[config.mk]
export PLATFORM = sky130hd
export DESIGN_NAME = avalon_counter_pio
export DESIGN_NICKNAME = d
export VERILOG_FILES = /design/src/rtl/counter_pkg.sv /design/src/rtl/counter_channel.sv /design/src/rtl/avalon_counter_pio.sv
export SDC_FILE = /design/constraint.sdc
export NUM_CORES = 1
export LEC_CHECK = 0
export CAP_MARGIN = 5
export CORE_ASPECT_RATIO = 1.1
export CORE_UTILIZATION = 60
export CTS_CLUSTER_DIAMETER = 60
export DETAILED_ROUTE_END_ITERATION = 6
export GPL_TIMING_DRIVEN = 0
export PLACE_DENSITY = 0.86
export SYNTH_ARGS = -nofsm -noshare
export SYNTH_HDL_FRONTEND = slang
export SYNTH_SLANG_ARGS = --single-unit
[constraint.sdc]
create_clock -name clk -period 4.75 [get_ports clk]
set_input_delay 0.475 -clock clk [delete_from_list [all_inputs] [get_ports clk]]
set_output_delay 0.475 -clock clk [all_outputs]
set_load 0.05 [all_outputs]
[src/rtl/counter_pkg.sv]
// ============================================================================
//  Module   : counter_pkg
//  Purpose  : Register map, CTRL/STATUS bit positions and CTRL layout shared
//             by the Avalon counter PIO and its channels.
//  Revision : 1.0  initial release
// ============================================================================
`default_nettype none

package counter_pkg;

   localparam logic [1:0] c_reg_ctrl    = 2'd0;
   localparam logic [1:0] c_reg_value   = 2'd1;
   localparam logic [1:0] c_reg_compare = 2'd2;
   localparam logic [1:0] c_reg_status  = 2'd3;

   localparam int c_ctrl_en   = 0;
   localparam int c_ctrl_down = 1;
   localparam int c_ctrl_sat  = 2;

   localparam int c_status_match    = 0;
   localparam int c_status_irq_mask = 1;

   typedef struct packed {
      logic sat;
      logic down;
      logic en;
   } ctrl_t;

endpackage

`default_nettype wire

[src/rtl/counter_channel.sv]
// ============================================================================
//  Module   : counter_channel
//  Purpose  : One up/down counter with wrap/saturate, COMPARE and sticky MATCH.
//             IRQ_MASK exists only when AVALON_COUNTER_IRQ_EN is defined.
//  Revision : 1.0  initial release
// ============================================================================
`default_nettype none

module counter_channel
   import counter_pkg::*;
#(
   parameter int WIDTH = 8
) (
   input  logic             clk,
   input  logic             reset,
   input  logic             tick,
   input  logic             ctrl_we,
   input  logic             value_we,
   input  logic             compare_we,
   input  logic             status_we,
   input  logic [31:0]      wdata,
   output logic [2:0]       ctrl,
   output logic [WIDTH-1:0] value,
   output logic [WIDTH-1:0] compare,
   output logic             match
`ifdef AVALON_COUNTER_IRQ_EN
   ,
   output logic             irq_mask
`endif
);

   localparam logic [WIDTH-1:0] c_one = WIDTH'(1);

   ctrl_t            r_ctrl;
   logic [WIDTH-1:0] r_value;
   logic [WIDTH-1:0] r_compare;
   logic             r_match;
   logic [WIDTH-1:0] w_value_next;
   logic             w_step;
   logic             w_match_set;
   logic             w_unused_wdata;

   assign w_step = tick & r_ctrl.en;

   // A load beats a step; a saturating step at the rail leaves the value alone.
   always_comb begin
      w_value_next = r_value;
      if (value_we) begin
         w_value_next = wdata[WIDTH-1:0];
      end else if (w_step) begin
         if (r_ctrl.down) begin
            if (!(r_ctrl.sat && (r_value == '0))) w_value_next = r_value - c_one;
         end else begin
            if (!(r_ctrl.sat && (r_value == '1))) w_value_next = r_value + c_one;
         end
      end
   end

   assign w_match_set    = (value_we | w_step) && (w_value_next == r_compare);
   assign w_unused_wdata = ^wdata;

   always_ff @(posedge clk or posedge reset) begin
      if (reset) begin
         r_ctrl    <= '0;
         r_value   <= '0;
         r_compare <= '0;
         r_match   <= 1'b0;
      end else begin
         r_value <= w_value_next;
         if (ctrl_we) begin
            r_ctrl <= '{sat:  wdata[c_ctrl_sat],
                        down: wdata[c_ctrl_down],
                        en:   wdata[c_ctrl_en]};
         end
         if (compare_we) r_compare <= wdata[WIDTH-1:0];
         if (w_match_set) begin
            r_match <= 1'b1;
         end else if (status_we && wdata[c_status_match]) begin
            r_match <= 1'b0;
         end
      end
   end

`ifdef AVALON_COUNTER_IRQ_EN
   logic r_irq_mask;

   always_ff @(posedge clk or posedge reset) begin
      if (reset) begin
         r_irq_mask <= 1'b0;
      end else if (status_we) begin
         r_irq_mask <= wdata[c_status_irq_mask];
      end
   end

   assign irq_mask = r_irq_mask;
`endif

   assign ctrl    = {r_ctrl.sat, r_ctrl.down, r_ctrl.en};
   assign value   = r_value;
   assign compare = r_compare;
   assign match   = r_match;

endmodule

`default_nettype wire

[src/rtl/avalon_counter_pio.sv]
// ============================================================================
//  Module   : avalon_counter_pio
//  Purpose  : Avalon-MM slave with N_CH tick-driven counters; channel 0 drives
//             export_value. Define AVALON_COUNTER_IRQ_EN for IRQ_MASK and irq.
//  Revision : 1.0  initial release
// ============================================================================
`default_nettype none

module avalon_counter_pio
   import counter_pkg::*;
#(
   parameter  int N_CH  = 4,
   parameter  int WIDTH = 8,
   localparam int CH_AW = ($clog2(N_CH) > 1) ? $clog2(N_CH) : 1
) (
   input  logic               clk,
   input  logic               reset,
   input  logic [CH_AW+1:0]   address,
   input  logic               write,
   input  logic [31:0]        writedata,
   input  logic               read,
   output logic [31:0]        readdata,
   input  logic               tick,
   output logic [WIDTH-1:0]   export_value
`ifdef AVALON_COUNTER_IRQ_EN
   ,
   output logic               irq
`endif
);

   logic [CH_AW-1:0] w_ch;
   logic [1:0]       w_reg;
   logic [2:0]       w_ctrl    [N_CH];
   logic [WIDTH-1:0] w_value   [N_CH];
   logic [WIDTH-1:0] w_compare [N_CH];
   logic [N_CH-1:0]  w_match;
   logic [N_CH-1:0]  w_irq_mask;
   logic [31:0]      w_rdata;
   logic [31:0]      r_readdata;

   assign w_ch  = address[CH_AW+1:2];
   assign w_reg = address[1:0];

   generate
      for (genvar i = 0; i < N_CH; i++) begin : g_ch
         logic w_sel;
         assign w_sel = write && (w_ch == CH_AW'(i));

         counter_channel #(
            .WIDTH (WIDTH)
         ) u_channel (
            .clk        (clk),
            .reset      (reset),
            .tick       (tick),
            .ctrl_we    (w_sel && (w_reg == c_reg_ctrl)),
            .value_we   (w_sel && (w_reg == c_reg_value)),
            .compare_we (w_sel && (w_reg == c_reg_compare)),
            .status_we  (w_sel && (w_reg == c_reg_status)),
            .wdata      (writedata),
            .ctrl       (w_ctrl[i]),
            .value      (w_value[i]),
            .compare    (w_compare[i]),
            .match      (w_match[i])
`ifdef AVALON_COUNTER_IRQ_EN
            ,
            .irq_mask   (w_irq_mask[i])
`endif
         );
      end
   endgenerate

`ifndef AVALON_COUNTER_IRQ_EN
   assign w_irq_mask = '0;
`endif

   // Channel indices with no instance fall through to the zero default.
   always_comb begin
      w_rdata = '0;
      for (int i = 0; i < N_CH; i++) begin
         if (w_ch == CH_AW'(i)) begin
            case (w_reg)
               c_reg_ctrl:    w_rdata = {29'd0, w_ctrl[i]};
               c_reg_value:   w_rdata = 32'(w_value[i]);
               c_reg_compare: w_rdata = 32'(w_compare[i]);
               default:       w_rdata = {30'd0, w_irq_mask[i], w_match[i]};
            endcase
         end
      end
   end

   always_ff @(posedge clk or posedge reset) begin
      if (reset) begin
         r_readdata <= '0;
      end else if (read) begin
         r_readdata <= w_rdata;
      end
   end

   assign readdata     = r_readdata;
   assign export_value = w_value[0];

`ifdef AVALON_COUNTER_IRQ_EN
   logic r_irq;

   always_ff @(posedge clk or posedge reset) begin
      if (reset) begin
         r_irq <= 1'b0;
      end else begin
         r_irq <= |(w_match & w_irq_mask);
      end
   end

   assign irq = r_irq;
`endif

endmodule

`default_nettype wire
==> After elaboration in Yosys (flattened, before gate mapping) <==
Index checks and enable logic that the tools add are counted.
Widths: inputs -> output; s select.
{ "op_classes": {"n_bitwise": 8, "n_eq_ne": 14, "reduce_logical": 46, "addsub": 8, "mux": 36} }
{ "op_table": {"columns": ["cell", "n"], "rows": [
  ["$mux 8", 21],
  ["$mux 32", 3],
  ["$pmux 8 s3", 4],
  ["$logic_and 1x1->1", 36],
  ["$add 8x1->8 const B", 4],
  ["$eq 8x8->1", 4],
  ["$eq 8x8->1 const B", 4],
  ["$logic_not 8->1", 4],
  ["$sub 8x1->8 const B", 4],
  ["$eq 2x2->1 const B", 4],
  ["$mux 1", 8],
  ["$reduce_bool 2->1", 4],
  ["$and 1x1->1", 4],
  ["$eq 2x1->1 const B", 2],
  ["$logic_not 2->1", 2],
  ["$or 1x1->1", 4]
]} }
{ "totals": {"input_bits": 41, "ff_bits": 112, "output_inout_bits": 40, "word_cells": 137} }

==> Logic depth before layout (Yosys ltp) <==
Gate-level depths: netlist (run 1).
{ "logic_depth": {"depth_word": 9, "mapped_depth": 10, "depth_no_buf": 9} }

==> By module <==
A second synthesis (run 1) with hierarchy kept.
{ "hier_totals": {"cells_unflattened": 830, "area_unflattened_um2": 7494.7} }
{ "modules_own_cells": {"columns": ["module", "instances", "area_each_um2", "seq_area_each_um2", "cells_each"], "rows": [
  ["counter_channel at g_ch[1].u_channel ...", 3, 1517.7, 500.5, 162],
  ["counter_channel at g_ch[0].u_channel", 1, 1612.8, 500.5, 163],
  ["avalon_counter_pio", 1, 1328.8, 200.2, 181]
]} }

==> Worst setup path before layout (run 1) <==
No wires, ideal clock.
{ "synth_timing": {"path_type": "register -> register", "from": "register g_ch[0].u_channel.r_value[0]", "to": "register g_ch[0].u_channel.r_match", "required_ns": 4.674, "period_less_slack_ns": 2.742, "slack_ns": 2.008, "path_stages_with_launch": 10, "arrival_ns": 2.666, "setup_ns": 0.076, "path_buffers": 0, "path_cell_list": "dfrtp_1 -> inv_1 -> ha_1 -> or4bb_1 -> nor2_2 -> a2bb2oi_1 -> xnor3_1 -> a2111oi_4 -> o221ai_2 -> o21ai_1"} }
{ "synth_between": {"elab_chain_cells": 9, "word_cells_on_any_way": 15, "cone_classes": "add/sub (2); eq/ne (2); mux (6); reduce/logical (5)"} }
{ "synth_lines": {"columns": ["element", "line", "source"], "rows": [
  ["start: declaration", "counter_channel.sv:35", "logic [WIDTH-1:0] r_value;"],
  ["start signal: assignment", "counter_channel.sv:69", "r_value <= w_value_next;"],
  ["parallel branches: the longest is 4 deep, another holds $add 8x1->8", null, null],
  ["$mux 8 *", "counter_channel.sv:50", "end else if (w_step) begin"],
  ["$mux 8 *", "counter_channel.sv:48", "if (value_we) begin"],
  ["$eq 8x8->1 *", "counter_channel.sv:59", "assign w_match_set = (value_we | w_step) && (w_value_next == r_compare);"],
  ["$logic_and 1x1->1 *", "counter_channel.sv:59", null],
  ["$mux 1 / $reduce_bool 2->1 (equally long branches)", null, null],
  ["end signal: assignment", "counter_channel.sv:67", "r_match <= 1'b0;"],
  ["end signal: assignment", "counter_channel.sv:77", "r_match <= 1'b1;"],
  ["end signal: assignment", "counter_channel.sv:79", "r_match <= 1'b0;"],
  ["end: declaration", "counter_channel.sv:37", "logic r_match;"]
]} }
Every way passes the cells marked *.
A chain may end at the register's enable or synchronous reset.

==> Worst setup path in the final report (run 1) <==
{ "layout_timing": {"from": "input tick", "to": "register g_ch[0].u_channel.r_match"} }
{ "layout_between": {"elab_chain_cells": 6, "word_cells_on_any_way": 8, "cone_classes": "eq/ne (1); mux (3); bitwise (2); reduce/logical (2)"} }
{ "layout_lines": {"columns": ["element", "line", "source"], "rows": [
  ["start: declaration", "avalon_counter_pio.sv:23", "input logic tick,"],
  ["$and 1x1->1 *", "counter_channel.sv:43", "assign w_step = tick & r_ctrl.en;"],
  ["$mux 8 *", "counter_channel.sv:50", null],
  ["$mux 8 *", "counter_channel.sv:48", null],
  ["net g_ch[0].u_channel.w_value_next[1]", "counter_channel.sv:38", "logic [WIDTH-1:0] w_value_next;"],
  ["$eq 8x8->1 *", "counter_channel.sv:59", null],
  ["$logic_and 1x1->1 *", "counter_channel.sv:59", null],
  ["$mux 1 / $reduce_bool 2->1 (equally long branches)", null, null]
]} }
The timed path passes the listed nets; every way through them passes the cells marked *.

==> results of run 1 <==
## sequential cells by signal (all words and copies together) (netlist names)
| signal | cells |
|---|---|
| g_ch.u_channel.compare | 32 |
| g_ch.u_channel.ctrl | 12 |
| g_ch.u_channel.match | 4 |
| g_ch.u_channel.value | 32 |
| readdata | 8 |
## synthesized netlist by cell type (5+ instances only)
library cell and instances:
sky130_fd_sc_hd__a21oi_1 46, sky130_fd_sc_hd__nor2_1 51, sky130_fd_sc_hd__and3_1 10, sky130_fd_sc_hd__buf_4 24, sky130_fd_sc_hd__o211ai_1 17, sky130_fd_sc_hd__xor2_1 20, sky130_fd_sc_hd__and2_1 10, sky130_fd_sc_hd__nand3_1 24
sky130_fd_sc_hd__or2_2 5, sky130_fd_sc_hd__a31oi_1 11, sky130_fd_sc_hd__o21a_1 5, sky130_fd_sc_hd__nand4b_1 7, sky130_fd_sc_hd__a211o_1 9, sky130_fd_sc_hd__a21o_1 7, sky130_fd_sc_hd__o21ai_0 55, sky130_fd_sc_hd__ha_1 12
sky130_fd_sc_hd__xnor2_1 34, sky130_fd_sc_hd__nand2b_1 11, sky130_fd_sc_hd__nor2b_1 7, sky130_fd_sc_hd__o22ai_1 11, sky130_fd_sc_hd__and3b_1 6, sky130_fd_sc_hd__clkbuf_1 50, sky130_fd_sc_hd__inv_1 34, sky130_fd_sc_hd__mux2_2 36
sky130_fd_sc_hd__buf_2 14, sky130_fd_sc_hd__a221o_1 5, sky130_fd_sc_hd__o2111ai_1 6, sky130_fd_sc_hd__nor3_1 20, sky130_fd_sc_hd__nand2_1 79, sky130_fd_sc_hd__or3_1 6, sky130_fd_sc_hd__a22oi_1 7, sky130_fd_sc_hd__or4_1 6
sky130_fd_sc_hd__dfrtp_1 88, sky130_fd_sc_hd__a311oi_1 6, sky130_fd_sc_hd__a211oi_1 8, sky130_fd_sc_hd__mux2i_1 22, sky130_fd_sc_hd__nor4_1 10, sky130_fd_sc_hd__nand4_1 15
## final cells by class
cell class | count | area share, %
Buffer | 93 | 5.52
Clock buffer | 9 | 2.68
Clock inverter | 6 | 0.729
Inverter | 34 | 1.55
Multi-Input combinational cell | 702 | 57.5
Sequential cell | 88 | 26.2
Tap cell | 154 | 2.29
Timing Repair Buffer | 28 | 3.54
## worst max-delay path: stages
cell and delay (ns):
sky130_fd_sc_hd__clkdlybuf4s50_1 0.77, sky130_fd_sc_hd__clkbuf_1 0.70, sky130_fd_sc_hd__nand2_1 0.36, sky130_fd_sc_hd__a2111o_1 0.37, sky130_fd_sc_hd__o311a_1 0.11, sky130_fd_sc_hd__a31oi_1 0.28
sky130_fd_sc_hd__xnor2_1 0.19, sky130_fd_sc_hd__nand4b_1 0.14, sky130_fd_sc_hd__o21ai_1 0.14
## path summary, 6_finish.rpt
check / from / endpoint / slack [ns] / cells after the start
worst max register to register: g_ch[1].u_channel.value[1]$_DFF_PP0_ / g_ch[1].u_channel.match$_DFFE_PP0P_ / 1.69 / 9
worst min register to register: readdata[1]$_DFFE_PP0P_ / readdata[1]$_DFFE_PP0P_ / 0.53 / 2
worst min-delay path: reset / g_ch[2].u_channel.value[7]$_DFF_PP0_ / 0.40 / 2
worst max-delay path: tick / g_ch[0].u_channel.match$_DFFE_PP0P_ / 1.47 / 9
min in group clk: readdata[1]$_DFFE_PP0P_ / readdata[1]$_DFFE_PP0P_ / 0.53 / 2
max in group asynchronous: reset / g_ch[2].u_channel.value[1]$_DFF_PP0_ / 3.69 / 3
## power groups by stage
stage | clock network, W | registers (W) | logic [W]
CTS | 0.000710 | 0.00128 | 0.00218
global route | 0.000739 | 0.00132 | 0.00239
detailed placement | 0 | 0.00129 | 0.00217
floorplan | 0 | 0.00133 | 0.00152
finish | 0.000709 | 0.00130 | 0.00223
global placement | 0 | 0.00129 | 0.00214
## placed cells by master, fill, tap and decap left out, types with 17 or more instances in the layout
| cell | Yosys | layout |
|---|---|---|
| sky130_fd_sc_hd__a21oi_1 | 46 | 46 |
| sky130_fd_sc_hd__buf_4 | 24 | 24 |
| sky130_fd_sc_hd__clkbuf_1 | 50 | 50 |
| sky130_fd_sc_hd__clkdlybuf4s50_1 | 0 | 27 |
| sky130_fd_sc_hd__conb_1 | 1 | 24 |
| sky130_fd_sc_hd__dfrtp_1 | 88 | 88 |
| sky130_fd_sc_hd__inv_1 | 34 | 33 |
| sky130_fd_sc_hd__mux2_2 | 36 | 36 |
| sky130_fd_sc_hd__mux2i_1 | 22 | 22 |
| sky130_fd_sc_hd__nand2_1 | 79 | 79 |
| sky130_fd_sc_hd__nand3_1 | 24 | 24 |
| sky130_fd_sc_hd__nor2_1 | 51 | 51 |
| sky130_fd_sc_hd__nor3_1 | 20 | 20 |
| sky130_fd_sc_hd__o211ai_1 | 17 | 17 |
| sky130_fd_sc_hd__o21ai_0 | 55 | 55 |
| sky130_fd_sc_hd__xnor2_1 | 34 | 34 |
| sky130_fd_sc_hd__xor2_1 | 20 | 20 |
## through the flow
| step | total power (W) | std cells | util (%) | hold slack (ns) |
|---|---|---|---|---|
| after floorplan | 0.00285 | 917 | - | 0.463 |
| after global placement | 0.00343 | 1098 | 66.7 | 0.515 |
| after detailed placement | 0.00346 | 1099 | 66.9 | 0.515 |
| after CTS | 0.00417 | 1114 | 69.3 | 0.412 |
| after global routing | 0.00445 | 1114 | 69.3 | 0.439 |
| final | 0.00423 | 1114 | 69.3 | 0.404 |
## kinds of logic (layout without fill, tap and decap cells)
kind of cell               after synthesis  in the layout  synth area share (%)
muxes                                   62             62                  9.48
DFF                                     88             88                  29.2
and+or+nand+nor                        297            297                  21.5
AOI/OAI and AO/OA                      252            252                  23.4
xor gates and xnor gates                55             55                  6.57
adders and majority gates               12             12                  1.99
buffers and inverters                  127            170                  7.84
other                                    1             24                0.0497
## routing by layer
metal	global-route usage [%]	vias up	wire [µm]
met2	57.5	512	10900
met1	50.7	3592	9100
met4	18.2	0	1080
met5	0	-	0
li1	-	3413	-
met3	7.17	99	2680
==> results.md, run 1 <==
- The flop and latch count out of synthesis is 88.
- Setup repair after global routing left no endpoint under its margin.
- The instance count of the mapped netlist is slightly below 900.
- The relative contribution of the clock network to total power is ~17%.
- sky130_fd_sc_hd__dfrtp_1 takes more of the synthesized area than any other cell.
- The number of clock buffers inserted by TritonCTS is 9.
- The path class of the tightest hold or removal check is primary input to async pin.
- The number of design-rule violations left by the first detailed-router iteration is between 900 and 1000.
- The net switching share of the total power is between 40% and 50%.
- The length of the first detailed-routing pass in iterations is 6.
- The number of antenna violations at the first check in global routing came to 0.
- Dividing total power by cell area gives a power density of ~500 nW/µm².
- The summed instance area of the synthesized netlist is 7550 µm².
- Input and output buffers added on the ports amount to 27.
- The die outline height is roughly 120 µm.
- The standard cell core area is about 12000 µm².
- Dividing the detail-routed wire length by the instance count gives about 21 µm.
- The maximum level of the CTS H-tree is 3.
- The final RePlAce weighted congestion is 1.01.
- The final sum of negative setup slack is 0 ns.
- OpenSTA, run right after detailed placement, puts the worst setup slack at 1.31 ns.
- The headroom to the max-slew limit is between 30% and 40%.
- Buffers inserted to repair hold after CTS numbered 0.
- The total routed wirelength is around 24 mm.
- The power spent charging and discharging nets is roughly 0.002 W.
- Of the cells placed in the final design, the portion with a size suffix greater than 1 is about 13%.
- The number of routed nets with antenna violations is 0.
- Using the TritonRoute via totals, the vias-per-cell ratio works out to ~7.
- For the worst setup path, the data arrival time is about 3.6 ns.
- Combinational cells account for 52.6% of the total power.
- The maximum number of pins on one net before global-route repair is 75.
- Clock tree synthesis selected as its root buffer the cell sky130_fd_sc_hd__clkbuf_16.
- The standard-cell row count is 42.
- The number of endpoints with negative hold slack in the final report is 0.
- By area the synthesized netlist is led by sky130_fd_sc_hd__dfrtp_1 (29%), sky130_fd_sc_hd__mux2_2 (5.4%), sky130_fd_sc_hd__xnor2_1 (3.9%).
- In the final layout, the multi-input gates occupy about 4800 µm².
- The worst setup skew after layout is ~0.0079 ns.
- The clock-pin transition on the worst setup and hold timing paths is 0.06 ns.
- The average footprint of a synthesized cell is 8.44 µm².
- Post-CTS timing repair inserted 0 buffers for setup.
- STA puts the critical path data required time at 5.02 ns.
- The final critical-path setup slack is ~1.5 ns.
- The proportion of netlist area held by the largest area contributor is about 29%.
- The total number of clock tree sinks is roughly 90.
- The predominant post-synthesis flop cell is sky130_fd_sc_hd__dfrtp_1.
- Setup violations remaining at the end of the flow were counted as 0.
- The worst setup path is captured at a register.
- The max-cap violation count is 0.
- The die is ~110 µm wide.
- Once the floorplan was initialized, standard cells occupied slightly above 60% of the core.
- The net total in the final layout is between 1000 and 1500.
- The area taken by flip-flops and latches is 2200 µm².
- For the finished layout, the period the worst path requires is about 3.3 ns.
- The all-layer global routing usage is between 30 and 40%.
- The final max-slew violation count is 0.
- Detailed routing inserted a total of 7616 vias.
- The antenna diode count is 0.
- The total non-filler cell area in the finished layout is 8410 µm².
- The post-synthesis to final-layout area growth is 11.5%.
- The category of the worst setup path launch point is a primary input.
- The placed instances occupy a cell area of approximately 8100 µm².
- No sink is reached through more buffers than the 2 on the longest clock path.
- Yosys mapped a number of flops with a built-in enable equal to 0.
- Of all flip-flops after synthesis, the portion carrying an async set or reset was 100%.
- The worst-case IR drop observed on VDD is a little over 300 µV.
- The top-level port count is 81.
- The register share of total power is 30.7%.
- The number of global-route vias before repair was 6976.
- For the pin with the worst max-slew slack, the measured transition is approximately 0.9 ns.
- Counting the fill cells in the layout gives between 1000 and 1500.
- After detailed routing, the number of remaining DRC violations is 0.
- The TritonCTS clock tree is built.
- The die footprint is between 10000 and 15000 µm².
- The share of the clock period used by the worst path after layout is 69.0%.
- The first-pass GRT wire length is approximately 37 mm.
- Summing the sequential cell areas from Yosys gives ~29% of the chip area.
- After clock tree synthesis, the repair step resized 0 gates.
- For this design the static power due to leakage is ~3.4 nW.
- The run finished with clean final reports.
- The internal power of the cells totals between 0.002 and 0.0025 W.
- The later pin in the worst-skew pair is clocked with a latency of 0.35 ns.
- The number of warnings issued by yosys is 0.
- The largest fanout of any net on the critical path is 10.
- The category of the most critical setup path is primary input to register.
- The final global-route overflow total is 0.
- Static timing analysis puts the maximum clock frequency at about 300 MHz.
- In this run, distinct cell masters in the synthesized netlist total 88.
- Detailed placement ended at an HPWL of between 15 and 20 mm.
Power figures use the tool's default switching activity.
==> run 2: changes to the inputs <==
--- a/config.mk
+++ b/config.mk
@@ -7,11 +7,11 @@
 export LEC_CHECK = 0
 export CAP_MARGIN = 5
 export CORE_ASPECT_RATIO = 1.1
-export CORE_UTILIZATION = 60
+export CORE_UTILIZATION = 58
 export CTS_CLUSTER_DIAMETER = 60
 export DETAILED_ROUTE_END_ITERATION = 6
 export GPL_TIMING_DRIVEN = 0
-export PLACE_DENSITY = 0.86
+export PLACE_DENSITY = 0.84
 export SYNTH_ARGS = -nofsm -noshare
 export SYNTH_HDL_FRONTEND = slang
 export SYNTH_SLANG_ARGS = --single-unit
==> constraint.sdc (replaced) <==
create_clock -name clk -period 3.3 [get_ports clk]
set_input_delay 0.33 -clock clk [delete_from_list [all_inputs] [get_ports clk]]
set_output_delay 0.33 -clock clk [all_outputs]
set_load 0.05 [all_outputs]
==> run 2 against run 1 <==
  * Die area rose by 3.4%
  * Critical endpoint is now g_ch[2].u_channel.match$_DFFE_PP0P_
  * Largest power group unchanged
  * Setup slack got worse by 1.3 ns
  * Total power rose by 44%
  * Wire length rose by 0.43%
  * First-iteration DRC count rose by 6.8%
  * Sequential power rose by 43%
  * Count of clock-buffer cells in the layout did not move
  * Clock power rose by 42%
  * Via count rose by 0.33%
  * Hold slack got worse by 0.015 ns
  * Combinational power rose by 44%
==> results.md, run 2 (same netlist as run 1, synthesis figures left out) <==
- The number of global-route vias before repair is 7006 (+0.43%).
- The via count of the routed design is 7641 (+0.33%).
- The total routed wirelength is 23.8 mm (+0.43%).
- The worst setup skew after layout was 0.00996 ns (+0.00203 ns).
- The final global-route overflow total is 0 (unchanged).
- The upper clock frequency limit is roughly 320 MHz.
- The number of input and output port buffers inserted is 27 (unchanged).
- The number of endpoints with negative hold slack in the final report was 0 (unchanged).
- The final sum of negative setup slack was 0 ns (unchanged).
- The all-layer global routing usage was 35.7% (-1.8 points).
- The leakage power of the design is 3.38 nW (-0.19%).
- The largest fanout of any net on the critical path is 10 (unchanged).
- The die boundary width is 111 µm (+1.7%).
- The worst voltage drop across the vdd grid is 487 µV (+60%).
- The TritonCTS clock tree is built.
- The top-level port count is 81 (unchanged).
- The antenna diode count was 0 (unchanged).
- The top cell types in the final layout, fill and taps aside, are sky130_fd_sc_hd__dfrtp_1 (88), sky130_fd_sc_hd__nand2_1 (79), sky130_fd_sc_hd__o21ai_0 (55).
- The headroom to the max-slew limit is 33.5% (-3.7 points).
- The number of design-rule violations left by the first detailed-router iteration is 1006 (+6.8%).
- The die outline height is 122 µm (+1.7%).
- The final RePlAce weighted congestion is 1.03 (+1.6%).
- The standard cell core area came to 12600 µm² (+4.2%).
- The HPWL after detailed placement is 17.1 mm (-0.34%).
- The number of setup buffers added after CTS is 0 (unchanged).
- The routed wire length per instance was 21.3 µm (about the same).
- The data required time at the worst endpoint came to 3.57 ns (-1.45 ns).
- The average via count per standard cell is 6.83 (about the same).
- The run finished with clean final reports.
- The slew of the pin with the lowest slew margin is 0.972 ns (+0.0545 ns).
- The clock insertion delay at the later pin of the skew report came to 0.35 ns (about the same).
- The count of final setup violators is 0 (unchanged).
- The power per cell area came to 722 nW/µm² (+43%).
- The area of placed instances is 8130 µm² (about the same).
- The maximum clock path buffer count was 2 (unchanged).
- The buffer cell driving the clock tree root is sky130_fd_sc_hd__clkbuf_16.
- The number of antenna violations at the first check in global routing was 0 (unchanged).
- The final max-slew violation count is 0 (unchanged).
- Setup repair after global routing left no endpoint under its margin.
- The length of the first detailed-routing pass in iterations is 7 (+1).
- The total power after layout is 0.00608 W (+44%).
- The count of unresolved DRC violations after routing is 0 (unchanged).
- The arrival time at the worst endpoint was 3.35 ns (-0.20 ns).
- The ratio of cells with drive above 1 in the final layout is 12.8% (+0.091 points).
- The die footprint is 13500 µm² (+3.4%).
- The final core utilization is 66.6% (-2.7 points).
- The biggest cell delay along the critical path is 0.77 ns (about the same).
- The highest-delay cell along the critical path is sky130_fd_sc_hd__clkdlybuf4s50_1.
- The number of hold buffers added after cts came to 0 (unchanged).
- The first-pass GRT wire length came to 37.7 mm (+1.7%).
- The library cell used most frequently in the layout, excluding fill and tap cells, is sky130_fd_sc_hd__dfrtp_1.
- The min-delay analysis places its worst path in the category primary input to async pin.
- The clock-pin transition on the worst setup and hold timing paths was 0.07 ns (about the same).
- The critical path is of the primary input to register type.
- The total number of clock tree sinks came to 88 (unchanged).
- The maximum number of pins on one net before global-route repair is 46 (-39%).
- The max-cap violation count was 0 (unchanged).
- The maximum level of the CTS H-tree came to 3 (unchanged).
- The worst setup path is captured at a register.
- The standard-cell row count is 43 (+2.4%).
- The time the worst path needs with I/O delays and setup is approximately 3 ns.
- The net total in the final layout came to 1009 (unchanged).
- The number of clock buffers inserted by TritonCTS came to 9 (unchanged).
- The post-synthesis to final-layout area growth is 11.5% (about the same).
- The share of the clock period used by the worst path after layout is around 93%.
- The total non-filler cell area in the finished layout came to 8420 µm² (about the same).
- The category of the worst setup path launch point is a primary input.
- Traced cell by cell, the critical path runs through clkdlybuf4s50_1 -> clkbuf_1 -> nand4b_1 -> and3_1 -> o311ai_0 -> o2111a_1 -> nand4_1 -> o211ai_1.
- The total of cells resized after clock tree synthesis is 0 (unchanged).
- The number of routed nets with antenna violations is 0 (unchanged).
- The effective utilization at floorplan is 59.7% (-2.5 points).
run 2: changes by cell type in the layout (fill, tap and decap cells not counted), sizes merged:
cell / change
clkinvlp: +1
inv: +3
bufinv: -1
clkinv: -2
run 2: cell type report:
cell class / count / area, µm²
buffer: 93 / 464
clock buffer: 9 / 225
clock inverter: 7 / 61.3
fill: 1061 / 4230
inverter: 34 / 130
multi-input combinational: 702 / 4840
sequential: 88 / 2200
tap: 157 / 196
timing repair buffer: 28 / 298
run 2: critical path, delay by kind of cell:
family	cells	cell delay [ns]
and+or+nand+nor	3	0.79
AOI/OAI and AO/OA	3	0.86
buffers and inverters	2	1.37
run 2: through the flow:
stage / hold slack (ns) / setup slack (ns) / instances
2_1_floorplan: 0.463 / 0.558 / 917
3_3_place_gp: 0.510 / -0.724 / 1101
3_5_place_dp: 0.519 / -0.00496 / 1102
4_1_cts: 0.423 / 0.349 / 1118
5_1_grt: 0.463 / 0.0772 / 1118
6_report: 0.390 / 0.219 / 1118
run 2: final timing paths:
path                                                       from                                   end  slack (ns)  cells past startpoint
setup / recovery                                           tick   g_ch[2].u_channel.match$_DFFE_PP0P_        0.22                      8
hold / removal                                            reset  g_ch[0].u_channel.value[3]$_DFF_PP0_        0.39                      2
setup reg to reg           g_ch[1].u_channel.value[1]$_DFF_PP0_   g_ch[1].u_channel.match$_DFFE_PP0P_        0.35                      9
hold reg to reg                         readdata[5]$_DFFE_PP0P_               readdata[5]$_DFFE_PP0P_        0.53                      2
max in group asynchronous                                 reset  g_ch[3].u_channel.value[3]$_DFF_PP0_        2.27                      3
min in group clk                                   writedata[4]  g_ch[2].u_channel.value[4]$_DFF_PP0_        0.51                      3
run 2: power by group:
group          switching [W]  internal, W
sequential          0.000451      0.00141
combinational        0.00196      0.00125
clock               0.000490     0.000524
run 2: routing by layer:
metal  vias up  GRT usage [%]  wire length, µm
li1       3432              -                -
met1      3588           46.8             9360
met2       517           58.4            10800
met3       104           6.32             2550
met4         0           15.7             1060
met5         -              0                0
